File: src/rtl/i2c_codec_responder.sv
// Write-only I2C responder: device address byte, then two bytes carrying a register address and 9-bit data.
// Define I2C_RESP_GLITCH_FILTER_EN to insert a 3-sample majority filter on the synchronized SCL/SDA.
module i2c_codec_responder #(
    parameter logic [6:0] DEV_ADDR = 7'h1A,
    parameter int         NREG     = 16
) (
    input  logic       i_clk,
    input  logic       i_rst,
    input  logic       i_scl,
    input  logic       i_sda,
    output logic       o_sda_oe,
    output logic       o_wr_valid,
    output logic [6:0] o_wr_addr,
    output logic [8:0] o_wr_data,
    output logic       o_err,
    output logic       o_busy,
    input  logic [3:0] i_rd_addr,
    output logic [8:0] o_rd_data,
    output logic [2:0] o_state
);

    typedef enum logic [2:0] {
        IDLE   = 3'd0,
        ADDR   = 3'd1,
        ACK_A  = 3'd2,
        BYTE1  = 3'd3,
        ACK_1  = 3'd4,
        BYTE2  = 3'd5,
        ACK_2  = 3'd6,
        IGNORE = 3'd7
    } state_t;

    localparam logic [6:0] LAST_REG = 7'(NREG - 1);
    localparam logic [7:0] NREG_W   = 8'(NREG);

    state_t     state, next_state;
    logic [1:0] scl_sync, sda_sync;
    logic       scl_f, sda_f, scl_p, sda_p;
    logic       scl_rise, scl_fall, start, stop;
    logic [2:0] bit_cnt;
    logic [7:0] shift_q, byte1_q, rx_byte;
    logic       byte_done, ack_end, commit, abort, out_of_range;
    logic       in_frame, is_ack;
    logic       sda_oe_q, busy_q, wr_valid_q, err_q;
    logic [6:0] wr_addr_q;
    logic [8:0] wr_data_q;
    logic [8:0] regs [NREG];

    always_ff @(posedge i_clk or posedge i_rst) begin
        if (i_rst) begin
            scl_sync <= 2'b11;
            sda_sync <= 2'b11;
        end else begin
            scl_sync <= {scl_sync[0], i_scl};
            sda_sync <= {sda_sync[0], i_sda};
        end
    end

`ifdef I2C_RESP_GLITCH_FILTER_EN
    // Majority of the current and two previous synchronized samples; a single-cycle pulse never wins.
    logic [1:0] scl_hist, sda_hist;
    always_ff @(posedge i_clk or posedge i_rst) begin
        if (i_rst) begin
            scl_hist <= 2'b11;
            sda_hist <= 2'b11;
        end else begin
            scl_hist <= {scl_hist[0], scl_sync[1]};
            sda_hist <= {sda_hist[0], sda_sync[1]};
        end
    end
    assign scl_f = (scl_sync[1] & scl_hist[0]) | (scl_sync[1] & scl_hist[1]) | (scl_hist[0] & scl_hist[1]);
    assign sda_f = (sda_sync[1] & sda_hist[0]) | (sda_sync[1] & sda_hist[1]) | (sda_hist[0] & sda_hist[1]);
`else
    assign scl_f = scl_sync[1];
    assign sda_f = sda_sync[1];
`endif

    always_ff @(posedge i_clk or posedge i_rst) begin
        if (i_rst) begin
            scl_p <= 1'b1;
            sda_p <= 1'b1;
        end else begin
            scl_p <= scl_f;
            sda_p <= sda_f;
        end
    end

    // START/STOP require SCL high on both samples so a simultaneous SCL/SDA change is not a condition.
    assign scl_rise = scl_f & ~scl_p;
    assign scl_fall = ~scl_f & scl_p;
    assign start    = scl_f & scl_p & sda_p & ~sda_f;
    assign stop     = scl_f & scl_p & ~sda_p & sda_f;

    assign in_frame     = (state == BYTE1) || (state == ACK_1) || (state == BYTE2) || (state == ACK_2);
    assign is_ack       = (state == ACK_A) || (state == ACK_1) || (state == ACK_2);
    assign out_of_range = {1'b0, byte1_q[7:1]} >= NREG_W;

    always_ff @(posedge i_clk or posedge i_rst) begin
        if (i_rst) state <= IDLE;
        else       state <= next_state;
    end

    always_comb begin
        next_state = state;
        rx_byte    = {shift_q[6:0], sda_f};
        byte_done  = scl_rise && (bit_cnt == 3'd7);
        ack_end    = is_ack && scl_fall && sda_oe_q;
        commit     = 1'b0;
        abort      = (start || stop) && in_frame;
        if (start) begin
            next_state = ADDR;
        end else if (stop) begin
            next_state = IDLE;
        end else begin
            case (state)
                ADDR:    if (byte_done) next_state = (rx_byte == {DEV_ADDR, 1'b0}) ? ACK_A : IGNORE;
                ACK_A:   if (ack_end) next_state = BYTE1;
                BYTE1:   if (byte_done) next_state = ACK_1;
                ACK_1:   if (ack_end) next_state = BYTE2;
                BYTE2:   if (byte_done) next_state = ACK_2;
                ACK_2: begin
                    if (ack_end) begin
                        next_state = IGNORE;
                        commit     = 1'b1;
                    end
                end
                default: next_state = state;
            endcase
        end
    end

    // The second data byte stays in shift_q through ACK_2 because nothing shifts during an ACK.
    always_ff @(posedge i_clk or posedge i_rst) begin
        if (i_rst) begin
            bit_cnt    <= '0;
            shift_q    <= '0;
            byte1_q    <= '0;
            sda_oe_q   <= 1'b0;
            busy_q     <= 1'b0;
            wr_valid_q <= 1'b0;
            err_q      <= 1'b0;
            wr_addr_q  <= '0;
            wr_data_q  <= '0;
        end else begin
            if (start) begin
                bit_cnt <= '0;
            end else if (scl_rise && (state == ADDR || state == BYTE1 || state == BYTE2)) begin
                shift_q <= rx_byte;
                bit_cnt <= bit_cnt + 3'd1;
            end
            if (state == BYTE1 && byte_done && !start && !stop) byte1_q <= rx_byte;

            if (start || stop || !is_ack) sda_oe_q <= 1'b0;
            else if (scl_fall)            sda_oe_q <= ~sda_oe_q;

            if (start || stop || state == IDLE)           busy_q <= 1'b0;
            else if (state == ADDR && next_state == ACK_A) busy_q <= 1'b1;

            wr_valid_q <= commit;
            err_q      <= abort || (commit && out_of_range);
            if (commit) begin
                wr_addr_q <= byte1_q[7:1];
                wr_data_q <= {byte1_q[0], shift_q};
            end
        end
    end

    // The register file updates one cycle after the commit pulse, so a same-cycle read shows the old value.
    always_ff @(posedge i_clk or posedge i_rst) begin
        if (i_rst) begin
            for (int i = 0; i < NREG; i++) regs[i] <= '0;
        end else if (wr_valid_q) begin
            for (int i = 0; i < NREG; i++) begin
                if (wr_addr_q == LAST_REG)    regs[i] <= '0;
                else if (wr_addr_q == 7'(i))  regs[i] <= wr_data_q;
            end
        end
    end

    always_comb begin
        o_rd_data = '0;
        for (int i = 0; i < NREG; i++) begin
            if ({28'd0, i_rd_addr} == 32'(i)) o_rd_data = regs[i];
        end
    end

    assign o_sda_oe   = sda_oe_q;
    assign o_wr_valid = wr_valid_q;
    assign o_wr_addr  = wr_addr_q;
    assign o_wr_data  = wr_data_q;
    assign o_err      = err_q;
    assign o_busy     = busy_q;
    assign o_state    = state;

endmodule
File: config.mk
export PLATFORM = sky130hd
export DESIGN_NAME = i2c_codec_responder
export DESIGN_NICKNAME = d
export VERILOG_FILES = /design/src/rtl/i2c_codec_responder.sv
export SDC_FILE = /design/constraint.sdc
export NUM_CORES = 1
export LEC_CHECK = 0
export BUFFER_PORTS_ARGS = -buffer_cell sky130_fd_sc_hd__buf_2
export CORE_ASPECT_RATIO = 0.5
export CORE_UTILIZATION = 55
export CTS_CLUSTER_DIAMETER = 40
export CTS_CLUSTER_SIZE = 8
export DETAILED_ROUTE_END_ITERATION = 10
export PLACE_DENSITY = 0.77
export SLEW_MARGIN = 5
export SYNTH_ARGS = -nofsm -noshare
export SYNTH_HDL_FRONTEND = slang
export SYNTH_SLANG_ARGS = --single-unit
File: constraint.sdc
create_clock -name i_clk -period 6 [get_ports i_clk]
set_clock_uncertainty 0.05 [all_clocks]
set_input_delay 0.9 -clock i_clk [delete_from_list [all_inputs] [get_ports i_clk]]
set_output_delay 0.9 -clock i_clk [all_outputs]
set_load 0.01 [all_outputs]
---- Word-level counts from Yosys, hierarchy flattened ----
Index checks and enable logic that the tools add are counted.
storage, ports and cells
  flip-flop bits (word level) ............. 183
  input port bits ......................... 8
  output and inout bits ................... 32
  logic and storage cells ................. 210
operators by class
  add/sub/neg operators ................... 1
  order comparisons ....................... 1
  equality and inequality tests ........... 39
  muxes and demuxes ....................... 66
  bitwise gates (word level) .............. 13
  reduce and logical (&&, ||, !) cells .... 61
operator list
  kind                                                                   number
  9-bit 2-to-1 mux                                                       46
  7-bit by 4-bit == test with 1-bit output, second input constant        8
  2-bit nonzero test                                                     18
  3-bit 2-to-1 mux                                                       11
  4-bit == test, second input constant                                   8
  2-bit AND reduction                                                    16
  7-bit by 3-bit == test with 1-bit output, second input constant        4
  3-bit case mux with 6 select lines                                     1
  4-bit by 3-bit == test with 1-bit output, second input constant        4
  7-bit by 2-bit == test with 1-bit output, second input constant        2
  3-bit == test, second input constant                                   4
  1-bit logical OR                                                       11
  1-bit logical AND                                                      10
  3-bit by 2-bit == test with 1-bit output, second input constant        3
  4-bit by 2-bit == test with 1-bit output, second input constant        2
  8-bit by 6-bit == test with 1-bit output, second input constant        1
  1-bit 2-to-1 mux                                                       8
  1-bit bitwise AND                                                      7
  7-bit by 1-bit == test with 1-bit output, second input constant        1
  7-bit by 5-bit >= comparator with 1-bit output, second input constant  1
  7-bit zero test                                                        1
  1-bit inverter                                                         6
  4-bit by 1-bit == test with 1-bit output, second input constant        1
  4-bit zero test                                                        1
  other kinds (4)                                                        6

---- Logic depth before layout (Yosys ltp) ----
Gate-level depths: netlist of the first run.
  word-level depth ........................ 17
  depth in mapped cells ................... 8
  depth with buffers taken out ............ 6

---- Worst setup path after synthesis of the first run ----
OpenSTA, ideal clock, no wires.
  path kind ............................... input -> output
  from .................................... input i_rd_addr[0]
  to ...................................... output o_rd_data[6]
  arrival time ............................ 2281 ps
  data required time ...................... 5050 ps
  setup slack ............................. 2769 ps
  cell stages on the path ................. 6
  buffers on the path ..................... 2
  path through ............................ clkbuf_2 -> buf_2 -> mux4_2 -> a221oi_1 -> o21bai_1 -> a21oi_1
between the ends
  word-level cells in the longest chain between the ends .. 17
  elaborated cells on any way between the ends .. 32
  classes of those cells .................. eq/ne (15); mux (16); reduce/logical (1)
RTL lines
  item                            RTL line  text
  from (decl)                     17        input logic [3:0] i_rd_addr,
  4-bit zero test                 183       if ({28'd0, i_rd_addr} == 32'(i)) o_rd_data = regs[i];
  9-bit 2-to-1 mux (15 in a row)  183
  9-bit 2-to-1 mux *              183
  to (decl)                       18        output logic [8:0] o_rd_data,
Mark *: on every way between the ends. The rest lies on a longest branch, timed or not.

---- Final worst setup path of the first run ----
  from .................................... input i_rd_addr[1]
  to ...................................... output o_rd_data[1]
Same word-level chain as after synthesis.

==> impl_metrics.json, run 1 <==
{
  "die_h_um": 89.96,
  "core-area_um2": 14780,
  "drt_iter0_drc": 631,
  "worstPathMaxFanout": 45,
  "synth_adder_area_share_pct": 0.2940,
  "ys_async_sr_fraction_pct": 100.0,
  "dieArea_um2": 16010,
  "placed_cells": 977,
  "area_growth_pct": 9.953,
  "power.density_nw_per_um2": 281.5,
  "synthMuxAreaShare_pct": 13.95,
  "std_cell_rows": 31,
  "drc_errors": 0,
  "hold_viol": 0,
  "post_cts_buffers": 0,
  "slew_viol_final": 0,
  "syn-cell-area_um2": 8511,
  "via_count": 6269,
  "port_buffers": 39,
  "wl_per_cell_um": 20.92,
  "rrSetupSlack_ns": 3.46,
  "crit_chain": "buf_2, inv_1, or3_1, o21ai_0, a32oi_1, a221o_1, buf_2",
  "nets": 808,
  "synth_edf_count": 0,
  "p_leak_nw": 4.157,
  "crit_path_start_kind": "input port",
  "ys_seq_area_share_pct": 53.90,
  "synth_commonest_cells": "dfrtp_1, nand2_1, mux2_2, o21ai_0, o21ai_1",
  "grt_overflow": 0,
  "cp.arrival_ns": 3.34,
  "synth_top_family_by_area": "compound AO/OA/AOI/OAI gates",
  "antenna_found_initial": 0,
  "grt_pass1_wl_um": 34200,
  "synth_ff_type": "dfrtp_1",
  "insertion_delay_ns": 0.44,
  "cts.clk_slew.worst_paths_ns": 0.07,
  "fin_crit_sh_pct": 71.45,
  "dr.pass1.iters": 5,
  "grt_pass1_vias": 6173,
  "cap_violations": 0,
  "synth-simple-area-share_pct": 13.69,
  "grtUsageTotal_pct": 28.35,
  "status": "finished, final reports clean",
  "dp_hpwl_um": 13700,
  "slew_headroom_pct": 37.99,
  "yosys_warnings": 0,
  "cp.required_ns": 5.05,
  "diodes": 0,
  "hold-worst-slack_ns": 0.3069,
  "numClockSinks": 183,
  "finalSetupViolations": 0,
  "postCtsResizedCells": 0,
  "path_class": "input port to output port",
  "via_per_inst": 6.213,
  "fmax_ghz": 0.2333,
  "yosysMostFrequentCell": "dfrtp_1",
  "ys_ff_latch": 183,
  "drive_gt1_share_pct": 22.56,
  "synthXorXnorAreaFrac_pct": 0.7204,
  "cts_tree": "done",
  "hold_buffers": 0,
  "hold_path.class": "flip-flop to flip-flop",
  "end_kind": "output port",
  "synth_nets": 799,
  "synth_compound_area_share_pct": 14.28,
  "routed_wl_um": 21110,
  "cts_max_level": 4,
  "tightestPinTransition_ns": 0.9273,
  "syn_inst": 789,
  "grt_max_degree": 70,
  "final_cells": 1009,
  "yosys.area.top_type_share_pct": 52.04,
  "rsz0062_at_grt": "false",
  "netlist_top_cells_area": "dfrtp_1, mux2_2, nand2_1, o21ai_0, o21ai_1",
  "drt.antenna.violating_nets": 0,
  "max_stage_delay_ns": 0.69,
  "cts_buffers": 17,
  "synth_largest_area_cell": "dfrtp_1",
  "avgSynthCellArea_um2": 10.79,
  "fin_tns_setup_ns": 0,
  "cp_common_cell": "buf_2",
  "finalCriticalPeriod_ns": 4.287,
  "die_w_um": 177.9,
  "start_util_pct": 57.59,
  "synthDistinctLibCells": 65,
  "cts_buffer_depth": 2,
  "boundaryPins": 40,
  "gp_congestion": 0.9241,
  "root_buffer": "clkbuf_16",
  "irDropWorstVdd_mv": 0.2049,
  "critical-path-slowest-cell": "buf_2"
}
## final timing paths
| path | startpoint | to | cells past startpoint |
|---|---|---|---|
| min in group asynchronous | i_rst | o_wr_addr[5] | 2 |
| worst max-delay path | i_rd_addr[1] | o_rd_data[1] | 7 |
| worst min-delay path | sda_sync[0] | sda_sync[1] | 0 |
| max in group asynchronous | i_rst | regs[50] | 3 |
| worst max register to register | o_wr_addr[2] | regs[127] | 5 |
| worst min register to register | sda_sync[0] | sda_sync[1] | 0 |
## flip-flops by register name, summed over array words and instances (netlist names), 2 cells and up
register and count:
scl_sync 2, byte1_q 8, o_state 3, o_wr_data 9
o_wr_addr 7, shift_q 8, sda_sync 2, regs 135
bit_cnt 3
## power by group
part | switching (mW) | internal (mW)
combinational | 0.0948 | 0.0645
clock | 0.526 | 0.630
sequential | 0.0472 | 1.27
## final cells by class
type                            count  area (um2)
Multi-Input combinational cell    545        3654
Inverter                            7       31.28
Tap cell                          198       247.7
Timing Repair Buffer               44       232.7
Sequential cell                   183        4587
Fill cell                        1129        5420
Clock inverter                     15       180.2
Clock buffer                       17       425.4
## stage by stage
stage | util, % | instance area [um2] | worst slack [ns] | power [mW]
6_report | 63.32 | 9358 | 1.713 | 2.634
5_1_grt | 63.32 | 9358 | 1.627 | 2.718
4_1_cts | 63.32 | 9358 | 1.804 | 2.637
3_5_place_dp | 59.22 | 8752 | 1.830 | 1.500
3_3_place_gp | 59.22 | 8752 | 1.872 | 1.490
2_1_floorplan | - | 8511 | 0.08791 | 1.444
## placed cells by master (no fill, tap or decap), types with 5 or more instances in the layout
| cell type | netlist | final |
|---|---|---|
| mux2i_1 | 14 | 14 |
| inv_1 | 6 | 5 |
| nor2b_1 | 9 | 9 |
| buf_2 | 23 | 39 |
| and3_1 | 6 | 6 |
| dfrtp_1 | 177 | 177 |
| dfstp_2 | 6 | 6 |
| mux2_2 | 71 | 71 |
| nor3_1 | 10 | 10 |
| and2_1 | 12 | 12 |
| a31oi_1 | 5 | 5 |
| a22o_1 | 5 | 5 |
| a22oi_1 | 5 | 5 |
| nand3_4 | 5 | 5 |
| buf_4 | 3 | 5 |
| xnor2_1 | 6 | 6 |
| inv_6 | 0 | 6 |
| nand3_1 | 14 | 14 |
| nor2_1 | 16 | 16 |
| a21oi_1 | 23 | 23 |
| clkbuf_16 | 0 | 17 |
| o21ai_0 | 71 | 71 |
| nand2_1 | 139 | 139 |
| o21ai_1 | 55 | 55 |
| mux4_2 | 11 | 11 |
## layer usage
metal / routed length, um / GRT usage [%]
met1: 9410 / 40.59
met2: 9425 / 42.02
met3: 1736 / 7.107
met4: 539 / 10.04
met5: 0 / 0
## cell families (layout without fill, tap and decap cells)
group	count (synthesis)	in the layout
buffers and inverters	61	83
multiplexers	96	96
flip-flops	183	183
AND/OR/NAND/NOR	236	236
AO/OA/AOI/OAI	204	204
XOR/XNOR	7	7
adder cells (fa/ha/maj)	2	2
## critical path, delay by kind of cell
kind	cells	cell delay, ns
buf+inv	3	1.36
compound gates	3	0.58
simple gates	1	0.48
(Power assumes the default switching activity.)
==> run 2: changes to the inputs <==
- PLACE_DENSITY: 0.77 -> 0.75
- clock period: 6 -> 4.1 ns (I/O delays scaled with it)
==> impl_metrics.json, run 2 (synthesis gave the netlist of run 1 again) <==
{
  "gp_congestion": 0.9469,
  "slew_headroom_pct": 33.31,
  "final_common_cell": "dfrtp_1",
  "routed_wl_um": 21660,
  "root_buffer": "clkbuf_16",
  "dp_hpwl_um": 14030,
  "hold_viol": 0,
  "cts.clk_slew.worst_paths_ns": 0.08,
  "p_leak_nw": 4.169,
  "port_buffers": 39,
  "largest_reg_flops": 135,
  "core-area_um2": 14780,
  "dr.pass1.iters": 8,
  "slew_viol_final": 0,
  "area_growth_pct": 10.38,
  "irDropWorstVdd_mv": 0.2685,
  "crit_chain": "buf_2, buf_4, mux4_2, nand2_1, o211a_1, nor4_1, buf_2",
  "grtUsageTotal_pct": 29.18,
  "grt_max_degree": 83,
  "hold_buffers": 0,
  "power.density_nw_per_um2": 399.1,
  "tightestPinTransition_ns": 0.9974,
  "nets": 812,
  "most-common-layout-cells": "dfrtp_1, nand2_1, mux2_2, o21ai_0, o21ai_1",
  "cap_violations": 0,
  "via_count": 6340,
  "cts_buffers": 17,
  "fin_crit_sh_pct": 82.11,
  "die_h_um": 89.96,
  "start_util_pct": 57.59,
  "status": "finished, final reports clean",
  "cp.required_ns": 3.43,
  "finalSetupViolations": 0,
  "fillers": 1111,
  "postCtsResizedCells": 0,
  "numClockSinks": 183,
  "crit_path_start_kind": "input port",
  "hold_path.class": "input port to asynchronous set/reset pin",
  "multi_input_area_um2": 3654,
  "finalInstanceArea_um2": 9394,
  "boundaryPins": 40,
  "finalCriticalPeriod_ns": 3.366,
  "dieArea_um2": 16010,
  "regMostFlops": "regs",
  "fmax_ghz": 0.2971,
  "path_class": "input port to output port",
  "post-place-ws_ns": 0.8907,
  "grt_pass1_vias": 6046,
  "cts_buffer_depth": 2,
  "max_stage_delay_ns": 0.55,
  "die_w_um": 177.9,
  "end_kind": "output port",
  "placed_cell_area_um2": 8818,
  "drive_gt1_share_pct": 22.94,
  "critical-path-slowest-cell": "nor4_1",
  "rsz0062_at_grt": "false",
  "insertion_delay_ns": 0.42,
  "via_per_inst": 6.252,
  "std_cell_rows": 31,
  "drt_iter0_drc": 663,
  "cp.arrival_ns": 2.70,
  "worstPathMaxFanout": 36,
  "drc_errors": 0,
  "drt.antenna.violating_nets": 0,
  "cp_common_cell": "buf_2",
  "wl_per_cell_um": 21.36,
  "hold-worst-slack_ns": 0.2062,
  "setup_ws_ns": 0.7336,
  "antenna_found_initial": 0,
  "grt_overflow": 0,
  "post_cts_buffers": 0,
  "fin_tns_setup_ns": 0,
  "power.total_mw": 3.749,
  "cts_max_level": 4,
  "ff_latch_area_um2": 4587,
  "cts_tree": "done",
  "grt_pass1_wl_um": 35070
}
[run 2: changes by cell type in the layout (fill, tap and decap cells not counted), sizes merged]
cell / delta
diode: +1
buf: +4
clkinv: -1
clkinvlp: +2
bufinv: -2
clkbuf: +1
[run 2: power breakdown]
| group | total (mW) | switching, mW | leakage, nW | internal (mW) |
|---|---|---|---|---|
| clock | 1.59 | 0.762 | 0.275 | 0.825 |
| sequential | 1.92 | 0.0640 | 2.51 | 1.86 |
| combinational | 0.239 | 0.139 | 1.38 | 0.0999 |
| total | 3.75 | 0.965 | 4.17 | 2.78 |
[run 2: through the flow]
step	utilization, %	std cells
floorplan	-	789
global placement	59.67	981
detailed placement	59.67	981
CTS	63.55	1013
global route	63.55	1013
finish	63.57	1014
[run 2: worst max-delay path, delay by kind of cell]
kind                   cells  cell delay (ns)
AND/OR/NAND/NOR            2             0.60
AO/OA/AOI/OAI              1             0.13
multiplexers               1             0.25
buffers and inverters      3             1.10
[run 2: path summary, 6_finish.rpt]
path	from	to	slack, ns	cells past startpoint
max in group asynchronous	i_rst	regs[37]	2.95	3
worst min register to register	sda_sync[0]	sda_sync[1]	0.31	0
worst min-delay path	i_rst	bit_cnt[0]	0.21	2
min in group i_clk	i_sda	sda_sync[0]	0.24	1
worst max-delay path	i_rd_addr[1]	o_rd_data[0]	0.73	7
worst max register to register	o_wr_addr[2]	regs[121]	1.53	5
[run 2: area by class of cell]
cell class	count	area share, %
clock buffer	18	4.675
timing repair buffer	48	3.197
inverter	7	0.3197
sequential	183	48.83
clock inverter	14	1.425
antenna	1	0.02664
tap	198	2.637
multi-input combinational	545	38.89
[run 2: layer usage]
metal | up-vias | global-route usage, % | wire [um]
met3 | 30 | 9.052 | 2186
met5 | - | 0 | 0
met2 | 291 | 41.89 | 9425
li1 | 2847 | - | -
met4 | 0 | 7.692 | 381
met1 | 3172 | 42.88 | 9670
==> run 3: changes to the inputs <==
- PLACE_DENSITY: 0.75 -> 0.77
- clock period: 4.1 -> 3 ns (I/O delays scaled with it)
==> impl_metrics.json, run 3 (synthesis gave the netlist of run 1 again) <==
{
  "irDropWorstVdd_mv": 0.3972,
  "path_class": "input port to output port",
  "routed_wl_um": 21590,
  "boundaryPins": 40,
  "power.total_mw": 5.172,
  "cts.clk_slew.worst_paths_ns": 0.07,
  "critical-path-slowest-cell": "nor2b_1",
  "setup_ws_ns": 0.3705,
  "use_met1_pct": 41.68,
  "most-common-layout-cells": "dfrtp_1, nand2_1, mux2_2, o21ai_0, o21ai_1",
  "area_growth_pct": 11.61,
  "root_buffer": "clkbuf_16",
  "power.density_nw_per_um2": 544.4,
  "regMostFlops": "regs",
  "hold_path.class": "input port to flip-flop",
  "tightestPinTransition_ns": 0.9410,
  "grtUsageTotal_pct": 28.65,
  "status": "finished, final reports clean",
  "cts_tree": "done",
  "fmax_ghz": 0.3803,
  "use_met3_pct": 9.052,
  "rsz0062_at_grt": "false",
  "drt_iter0_drc": 633,
  "min_delay_path_depth": 1,
  "antenna_found_initial": 0,
  "max_stage_delay_ns": 0.43,
  "via_count": 6393,
  "insertion_delay_ns": 0.43,
  "diodes": 0,
  "fillers": 1086,
  "dp_hpwl_um": 14330,
  "finalInstanceArea_um2": 9499,
  "drc_errors": 0,
  "grt_pass1_vias": 6187,
  "start_util_pct": 57.59,
  "via_per_inst": 6.219,
  "drt.antenna.violating_nets": 0,
  "worstPathMaxFanout": 24,
  "drive_gt1_share_pct": 24.22,
  "grt_overflow": 0,
  "fin_tns_setup_ns": 0,
  "gp_congestion": 0.9552,
  "cts_buffers": 17,
  "cts_buffer_depth": 2,
  "cap_violations": 0,
  "die_w_um": 177.9,
  "final_common_cell": "dfrtp_1",
  "cp.required_ns": 2.50,
  "numClockSinks": 183,
  "busiest_layer": "met1",
  "grt_max_degree": 88,
  "crit_path_start_kind": "input port",
  "dr.pass1.iters": 5,
  "core-area_um2": 14780,
  "post-place-ws_ns": 0.4077,
  "std_cell_rows": 31,
  "slew_headroom_pct": 37.26,
  "p_leak_nw": 4.244,
  "port_buffers": 39,
  "r2r_cells": 5,
  "nets": 827,
  "grt_pass1_wl_um": 34530,
  "hold_viol": 0,
  "fin_crit_sh_pct": 87.65,
  "met2_usage_pct": 41.12,
  "post-route-util_pct": 64.28,
  "slew_viol_final": 0,
  "wl_per_cell_um": 21.00,
  "largest_reg_flops": 135,
  "finalCriticalPeriod_ns": 2.630,
  "end_kind": "output port",
  "finalSetupViolations": 0,
  "crit_chain": "buf_2, nor2b_1, nand2_1, a221o_1, o21ai_0, a221o_1, buf_2",
  "dieArea_um2": 16010,
  "placed_cell_area_um2": 8911,
  "cts_max_level": 4,
  "cp.arrival_ns": 2.13,
  "die_h_um": 89.96
}
[run 3: layer usage]
metal | vias up | wire, um
li1 | 2882 | -
met1 | 3174 | 9486
met2 | 299 | 9324
met3 | 38 | 2232
met4 | 0 | 542
met5 | - | 0
[run 3: what timing repair did]
| item | in CTS | in global routing |
|---|---|---|
| resized for setup | 0 | 0 |
| endpoints found under the hold margin | 14 | 0 |
| setup buffers | 0 | 0 |
| hold buffers | 1 | 0 |
[run 3: final cells by class]
cell class / instances / area [um2] / share of cell area [%]
Clock inverter: 15 / 152.6 / 1.607
Tap cell: 198 / 247.7 / 2.608
Clock buffer: 17 / 425.4 / 4.478
Sequential cell: 183 / 4587 / 48.29
Timing Repair Buffer: 63 / 402.9 / 4.241
Inverter: 7 / 30.03 / 0.3161
Multi-Input combinational cell: 545 / 3654 / 38.46
[run 3: worst paths after layout]
| check | start | endpoint | slack (ns) |
|---|---|---|---|
| setup reg to reg | o_wr_addr[2] | regs[140] | 0.50 |
| min in group asynchronous | i_rst | byte1_q[4] | 0.50 |
| setup / recovery | i_rd_addr[1] | o_rd_data[1] | 0.37 |
| hold reg to reg | sda_sync[0] | sda_sync[1] | 0.31 |
| max in group asynchronous | i_rst | regs[103] | 1.43 |
| hold / removal | i_sda | sda_sync[0] | 0.07 |
[run 3: critical path, delay by kind of cell]
family | cells | cell delay [ns]
buffers and inverters | 2 | 0.47
AOI/OAI and AO/OA | 3 | 0.64
and+or+nand+nor | 2 | 0.56
[run 3: report_power, final]
part / internal (mW) / leakage (nW) / total (mW) / switching (mW)
clock: 1.23 / 0.284 / 2.21 / 0.978
combinational: 0.145 / 1.45 / 0.335 / 0.190
sequential: 2.54 / 2.51 / 2.63 / 0.0851
[run 3: per-stage QoR]
stage / hold WS (ns) / std cells
final: 0.06622 / 1028
after global routing: 0.05085 / 1028
after CTS: 0.06543 / 1028
after detailed placement: 0.2995 / 995
after global placement: 0.2968 / 995
after floorplan: 0.2952 / 789
